$ cat src/rtl/spi_flash_arbiter.sv
// Two-master SPI flash arbiter: round-robin grant, guard gap, idle timeout.
// Flash pins are registered; miso is returned combinationally to the owner.
module spi_flash_arbiter #(
    parameter int unsigned GUARD_CYCLES   = 4,
    parameter int unsigned TIMEOUT_CYCLES = 65535,
    parameter int unsigned CNT_W          = 16
) (
    input  logic clk_48mhz,
    input  logic reset_n,
    input  logic a_req,
    output logic a_gnt,
    input  logic a_sck,
    input  logic a_cs,
    input  logic a_mosi,
    output logic a_miso,
    input  logic b_req,
    output logic b_gnt,
    input  logic b_sck,
    input  logic b_cs,
    input  logic b_mosi,
    output logic b_miso,
    output logic flash_sck,
    output logic flash_csn,
    output logic flash_mosi,
    input  logic flash_miso,
    output logic busy,
    output logic timeout_pulse
);

    typedef enum logic [1:0] {
        IDLE  = 2'd0,
        OWN_A = 2'd1,
        OWN_B = 2'd2,
        GUARD = 2'd3
    } state_t;

    localparam logic [CNT_W-1:0] ONE      = CNT_W'(1);
    localparam logic [CNT_W-1:0] GUARD_LD = CNT_W'(GUARD_CYCLES);
    localparam logic [CNT_W-1:0] TO_LAST  =
        CNT_W'((TIMEOUT_CYCLES == 0) ? 0 : TIMEOUT_CYCLES - 1);
    localparam bit TO_EN = (TIMEOUT_CYCLES != 0);

    state_t           state_q, state_d;
    logic             last_b_q, last_b_d;
    logic [CNT_W-1:0] to_q, to_d;
    logic [CNT_W-1:0] grd_q, grd_d;
    logic             a_mask_q, a_mask_d;
    logic             b_mask_q, b_mask_d;
    logic             csn_q, csn_d;
    logic             sck_q, sck_d;
    logic             mosi_q, mosi_d;
    logic             tp_q, tp_d;

    logic own_act, own_req, own_cs, own_sck, own_mosi;
    logic a_eff, b_eff, to_hit;

    assign a_eff = a_req & ~a_mask_q;
    assign b_eff = b_req & ~b_mask_q;

    // Select the current owner's pins; idle values when nobody owns.
    always_comb begin
        own_act  = 1'b0;
        own_req  = 1'b0;
        own_cs   = 1'b1;
        own_sck  = 1'b0;
        own_mosi = 1'b0;
        if (state_q == OWN_A) begin
            own_act  = 1'b1;
            own_req  = a_req;
            own_cs   = a_cs;
            own_sck  = a_sck;
            own_mosi = a_mosi;
        end else if (state_q == OWN_B) begin
            own_act  = 1'b1;
            own_req  = b_req;
            own_cs   = b_cs;
            own_sck  = b_sck;
            own_mosi = b_mosi;
        end
    end

    // State and round-robin pointer; reset hands A the first tie.
    always_ff @(posedge clk_48mhz or negedge reset_n) begin
        if (!reset_n) begin
            state_q  <= IDLE;
            last_b_q <= 1'b1;
        end else begin
            state_q  <= state_d;
            last_b_q <= last_b_d;
        end
    end

    // Next state: grant, frame-safe release, timeout revoke, guard exit.
    always_comb begin
        state_d  = state_q;
        last_b_d = last_b_q;
        to_hit   = 1'b0;
        unique case (state_q)
            IDLE: begin
                if (a_eff && (!b_eff || last_b_q)) begin
                    state_d = OWN_A;
                end else if (b_eff) begin
                    state_d = OWN_B;
                end
            end
            OWN_A, OWN_B: begin
                if (own_cs && !own_req) begin
                    state_d  = GUARD;
                    last_b_d = (state_q == OWN_B);
                end else if (TO_EN && own_cs && to_q == TO_LAST) begin
                    state_d  = GUARD;
                    last_b_d = (state_q == OWN_B);
                    to_hit   = 1'b1;
                end
            end
            GUARD: begin
                if (grd_q <= ONE) begin
                    state_d = IDLE;
                end
            end
            default: state_d = IDLE;
        endcase
    end

    // Grants, busy and miso return decode from the registered state.
    always_comb begin
        a_gnt  = (state_q == OWN_A);
        b_gnt  = (state_q == OWN_B);
        busy   = (state_q != IDLE);
        a_miso = (state_q == OWN_A) & flash_miso;
        b_miso = (state_q == OWN_B) & flash_miso;
    end

    // Counters, revoke masks and pin register next values.
    always_comb begin
        to_d = '0;
        if (own_act && own_cs) begin
            to_d = (to_q != '1) ? to_q + ONE : to_q;
        end

        grd_d = grd_q;
        if (state_d == GUARD && state_q != GUARD) begin
            grd_d = GUARD_LD;
        end else if (state_q == GUARD && grd_q != '0) begin
            grd_d = grd_q - ONE;
        end

        a_mask_d = a_req & (a_mask_q | (to_hit & (state_q == OWN_A)));
        b_mask_d = b_req & (b_mask_q | (to_hit & (state_q == OWN_B)));

        csn_d  = own_cs;
        sck_d  = own_sck;
        mosi_d = own_mosi;
        tp_d   = to_hit;
    end

    // Datapath registers; csn returns high at once on reset.
    always_ff @(posedge clk_48mhz or negedge reset_n) begin
        if (!reset_n) begin
            to_q     <= '0;
            grd_q    <= '0;
            a_mask_q <= 1'b0;
            b_mask_q <= 1'b0;
            csn_q    <= 1'b1;
            sck_q    <= 1'b0;
            mosi_q   <= 1'b0;
            tp_q     <= 1'b0;
        end else begin
            to_q     <= to_d;
            grd_q    <= grd_d;
            a_mask_q <= a_mask_d;
            b_mask_q <= b_mask_d;
            csn_q    <= csn_d;
            sck_q    <= sck_d;
            mosi_q   <= mosi_d;
            tp_q     <= tp_d;
        end
    end

    assign flash_csn     = csn_q;
    assign flash_sck     = sck_q;
    assign flash_mosi    = mosi_q;
    assign timeout_pulse = tp_q;

endmodule
$ cat config.mk
export PLATFORM = sky130hd
export DESIGN_NAME = spi_flash_arbiter
export DESIGN_NICKNAME = d
export VERILOG_FILES = /design/src/rtl/spi_flash_arbiter.sv
export SDC_FILE = /design/constraint.sdc
export NUM_CORES = 1
export LEC_CHECK = 0
export ABC_AREA = 1
export CAP_MARGIN = 10
export CELL_PAD_IN_SITES_DETAIL_PLACEMENT = 1
export CELL_PAD_IN_SITES_GLOBAL_PLACEMENT = 2
export CORE_AREA = 2 2 84 86
export CTS_CLUSTER_DIAMETER = 80
export DETAILED_ROUTE_END_ITERATION = 8
export DIE_AREA = 0 0 86 88
export MAX_ROUTING_LAYER = met4
export PLACE_DENSITY_LB_ADDON = 0.1
export SYNTH_ARGS = -nofsm -noshare
export SYNTH_HDL_FRONTEND = slang
export SYNTH_SLANG_ARGS = --single-unit
$ cat constraint.sdc
create_clock -name clk_48mhz -period 3.94 [get_ports clk_48mhz]
set_input_delay 0.985 -clock clk_48mhz [delete_from_list [all_inputs] [get_ports clk_48mhz]]
set_output_delay 0.985 -clock clk_48mhz [all_outputs]
set_load 0.05 [all_outputs]
==> results of run 1 <==
[worst max-delay path: cells and delay by family]
family                 cells  cell delay [ns]
and+or+nand+nor            1             0.06
buffers and inverters      3             1.35
[cells by family after synthesis]
kind of cell	after synthesis	synth area share, %
buf+inv	58	9.508
simple gates	148	28.74
xor+xnor	16	5.917
compound gates	29	7.131
fa+ha+maj	10	5.283
flops	41	43.42
[per-layer routing]
layer | GRT usage, % | part of all wire [%] | vias to the layer above | wire length [um]
met5 | - | 0 | - | 0
met4 | 5.195 | 1.2 | 0 | 65
met3 | 2.828 | 2.6 | 6 | 138
met2 | 27.13 | 48 | 23 | 2543
met1 | 19.71 | 48 | 891 | 2535
li1 | - | - | 984 | -
[cell usage after synthesis (all sizes together) (5+ instances only)]
library cell,instances
nand2,72
inv,55
nor2,42
dfrtp,39
nand3,21
o21ai,12
ha,10
xnor2,9
a21oi,7
xor2,7
nor3,5
[final timing paths]
check	slack (ns)	to	startpoint
max reg2reg	1.68	grd_q[8]	state_q[1]
min reg2reg	0.50	to_q[2]	to_q[2]
max in group asynchronous	2.53	to_q[14]	reset_n
min in group asynchronous	0.83	grd_q[11]	reset_n
min	0.50	to_q[2]	to_q[2]
max	0.57	a_miso	flash_miso
[final cells by class]
cell class,count,area (sq um)
clock inverter,3,65.06
tap,80,100.1
sequential,41,1028
fill,830,3871
timing repair buffer,19,185.2
multi-input combinational,203,1115
inverter,56,210.2
clock buffer,5,68.82
[stage by stage]
step	worst slack (ns)	hold slack [ns]	util (%)
after CTS	0.5593	0.5044	41.73
after detailed placement	0.5703	0.4845	39.72
after floorplan	1.427	0.4583	-
after global placement	0.5927	0.4758	39.72
after global routing	0.4833	0.5170	41.73
final	0.5685	0.4986	41.73
[power groups by stage]
stage | clock (uW) | sequential, uW | combinational, uW
after floorplan | 0 | 620 | 633
after global placement | 0 | 591 | 880
after detailed placement | 0 | 593 | 888
after CTS | 430 | 585 | 901
after global routing | 441 | 596 | 1010
final | 410 | 584 | 876
==> qor.csv, run 1 <==
metric;value;unit
status;finished, final reports clean;
clock_skew;0.007104;ns
ys_top_cells_by_area;dfrtp_1 (41%), nand2_1 (10%), inv_1 (8.2%), nor2_1 (5.9%), ha_1 (5.3%);
synth_cell_types;33;
clock_tree.htree_level_count;2;
final_common_cell;nand2_1;
p_int;1058;uW
yosys.area.top_type;dfrtp_1;
slew_headroom;37.03;%
crit_path_end_kind;primary output;
nets;347;
final_area;2773;sq um
biggestRegsByFlops;grd_q (16), to_q (16), state_q (2);
whs_path_depth;1;
rsz0062_at_grt;no;
synthFlopType;dfrtp_1;
placed_area;2639;sq um
via_per_inst;4.678;
finalSetupViolCount;0;
drt_iter0_markers;38;
dpl.hpwl;3849;um
crit_chain;clkdlybuf4s50_1, nand2_1, inv_1, clkdlybuf4s50_1;
final_cell_mix;nand2_1 (63), inv_1 (52), dfrtp_1 (39);
routed_wl;5282;um
swShare;43.42;%
routedWlPerCell;12.98;um
yosys_warnings;0;
r2r.worst_path.cells;13;
syn_nets;323;
slowest_stage;clkdlybuf4s50_1;
critPathMaxFanout;2;
critPathRequiredTime;2.95;ns
antenna_found_initial;0;
synth_area_per_cell;7.843;sq um
cap_violations;0;
start_util;35.65;%
drive_above_1_share;10.40;%
overflow;0;
synth_edf_count;0;
cts_root_buffer;clkbuf_8;
port_buffers;19;
fin_crit;3.372;ns
ys_seq_area_share;43.42;%
total_power;1870;uW
cts_hold_buf;0;
crit_type;primary input to primary output;
clock_tree.buffer_depth;2;
power_leakage;0.001426;uW
grt_pass1_vias;2004;
power_density;674.4;nW/um^2
startpoint_type;primary input;
period_share;85.57;%
final-hold-violation-count;0;
synth-async-reset-ratio;100.0;%
grt_max_degree;42;
dp_cells;399;
ant_nets;0;
p_comb_share;46.8;%
ys_ff_latch;41;
die_area;7568;sq um
arrival;2.39;ns
cts_tree;built;
grt_pass1_wl;9301;um
min_path_type;flip-flop to flip-flop;
via_count;1904;
core_area;6644;sq um
synth_top_area_share;41.20;%
clockPowerShare;22.0;%
cts_setup_buffers;0;
dr.pass1.iters;2;
vdd_drop_max;0.2831;mV
p_seq_share;31.2;%
row_count;30;
cpMostUsedCell;clkdlybuf4s50_1;
grt_usage;16.15;%
synthCells;302;
drv_slew;0;
worst_pin_slew;0.9446;ns
path_clk_slew;0.09;ns
max_freq;296.6;MHz
area_delta_synth_final;17.06;%
clk_latency;0.30;ns
dieHeight;88;um
gp_congestion;0.7469;
finalSetupTns;0;ns
numCtsBuffers;5;
n_antenna_cell;0;
synth_area;2369;sq um
cts_sinks;41;
die_w;86;um
final_cell_count_no_fill;407;
io_pins;20;
post-route-drc-count;0;
max_stage_delay;0.80;ns
netSwitchingPower;811.9;uW
cts_resized;0;
Power figures use the tool's default switching activity.
==> inputs of run 2 (changes only) <==
SKIP_CTS_REPAIR_TIMING = 1   (was default)
==> results of run 2 <==
Same layout as run 1: the final DEF is identical, and so are final timing and power.
==> inputs of run 3 (changes only) <==
CORE_AREA = 2 2 82 84   (was 2 2 84 86)
CTS_BUF_LIST = sky130_fd_sc_hd__clkbuf_8   (was default)
DIE_AREA = 0 0 84 86   (was 0 0 86 88)
==> qor.csv, run 3 (same netlist as run 1, synthesis figures left out) <==
metric;value;unit
clock_tree.htree_level_count;2;
num-fill-cells;779;
path_clk_slew;0.08;ns
vdd_drop_max;0.3397;mV
cp.depth;4;
via_per_inst;4.750;
startpoint_type;primary input;
fin_crit;3.354;ns
overflow;0;
multi_input_area;1115;sq um
rsz0062_at_grt;no;
routedWlPerCell;12.57;um
min_path_type;flip-flop to flip-flop;
crit_start;flash_miso;
gp_congestion;0.7392;
numCtsBuffers;5;
clock_skew;0.006080;ns
netSwitchingPower;800.8;uW
cts_root_buffer;clkbuf_8;
pre_cts_ws;0.5855;ns
antenna_found_initial;0;
cts_tree;built;
final-hold-violation-count;0;
ant_nets;0;
power_leakage;0.001412;uW
cap_violations;0;
dieHeight;86;um
die_w;84;um
grt_usage;16.45;%
drive_above_1_share;10.40;%
finalSetupViolCount;0;
crit_chain;clkdlybuf4s50_1, nand2_1, inv_1, clkdlybuf4s50_1;
swShare;45.35;%
start_util;37.73;%
nets;347;
clockPowerShare;17.6;%
drt_iter0_markers;37;
period_share;85.12;%
slew_headroom;36.55;%
clk_latency;0.29;ns
io_pins;20;
max_stage_delay;0.79;ns
area_delta_synth_final;15.53;%
worstReg2RegStart;state_q[1];
biggestRegsByFlops;grd_q (16), to_q (16), state_q (2);
power_density;645.3;nW/um^2
crit_buf_inv;3;
r2r.worst_path.cells;13;
rrSetupSlack;1.70;ns
status;finished, final reports clean;
core_area;6277;sq um
drv_slew;0;
dpl.hpwl;3818;um
r2r-end;grd_q[6];
via_count;1919;
max_freq;298.2;MHz
clock_tree.buffer_depth;2;
layout_setup_ws;0.5864;ns
critPathCapture;a_miso;
final_common_cell;nand2_1;
port_buffers;19;
n_antenna_cell;0;
routed_wl;5078;um
p_seq_share;32.9;%
crit_type;primary input to primary output;
path_delay_family;buffers and inverters;
grt_pass1_vias;2099;
slowest_stage;clkdlybuf4s50_1;
p_int;964.9;uW
critPathRequiredTime;2.95;ns
crit_path_end_kind;primary output;
cts_sinks;41;
dr.pass1.iters;4;
seqCellArea;1028;sq um
grt_max_degree;42;
row_count;29;
p_comb_share;49.5;%
die_area;7224;sq um
arrival;2.37;ns
finalSetupTns;0;ns
post-route-drc-count;0;
final_cell_mix;nand2_1 (63), inv_1 (52), dfrtp_1 (39);
worst_pin_slew;0.9518;ns
critPathMaxFanout;2;
cpMostUsedCell;clkdlybuf4s50_1;
grt_pass1_wl;9280;um
## run 3: worst min-delay path by stage
stage | start | to | slack, ns | depth (start not counted)
2_1_floorplan | to_q[2] | to_q[2] | 0.46 | 1
3_3_place_gp | a_mask_q | a_mask_q | 0.48 | 1
3_5_place_dp | a_mask_q | a_mask_q | 0.48 | 1
6_report | a_mask_q | a_mask_q | 0.49 | 1
4_1_cts | a_mask_q | a_mask_q | 0.50 | 1
5_1_grt | a_mask_q | a_mask_q | 0.53 | 1
## run 3: routing by layer
layer  share of wire, %  wire length (um)  vias up  GRT usage [%]
li1                   -                 -      976              -
met1                 48              2460      920          20.12
met2                 48              2458       21          27.85
met3                2.5               129        2          3.369
met4               0.57                29        0          4.399
met5                  0                 0        -              -
## run 3: cell type report
| type | instances | share of cell area, % |
|---|---|---|
| repair buffers | 19 | 6.767 |
| clock buffers | 7 | 3.521 |
| flip-flops and latches | 41 | 37.59 |
| inverters | 56 | 7.682 |
| multi-input cells | 203 | 40.74 |
| well taps | 77 | 3.521 |
| clock inverters | 1 | 0.1829 |
## run 3: stage by stage
step,instance area [sq um],hold WS (ns),util [%],total power [uW],cells
after floorplan,2369,0.4583,-,1253,302
after global placement,2635,0.4762,41.98,1468,396
after detailed placement,2635,0.4818,41.98,1481,396
after CTS,2736,0.5009,43.59,1807,404
after global routing,2736,0.5321,43.59,1934,404
final,2736,0.4915,43.59,1766,404
## run 3: power by group through the flow
stage / clock, uW / sequential [uW] / combinational, uW
4_1_cts: 326 / 584 / 897
5_1_grt: 340 / 595 / 1000
6_report: 310 / 582 / 874
2_1_floorplan: 0 / 620 / 633
3_5_place_dp: 0 / 591 / 891
3_3_place_gp: 0 / 590 / 878
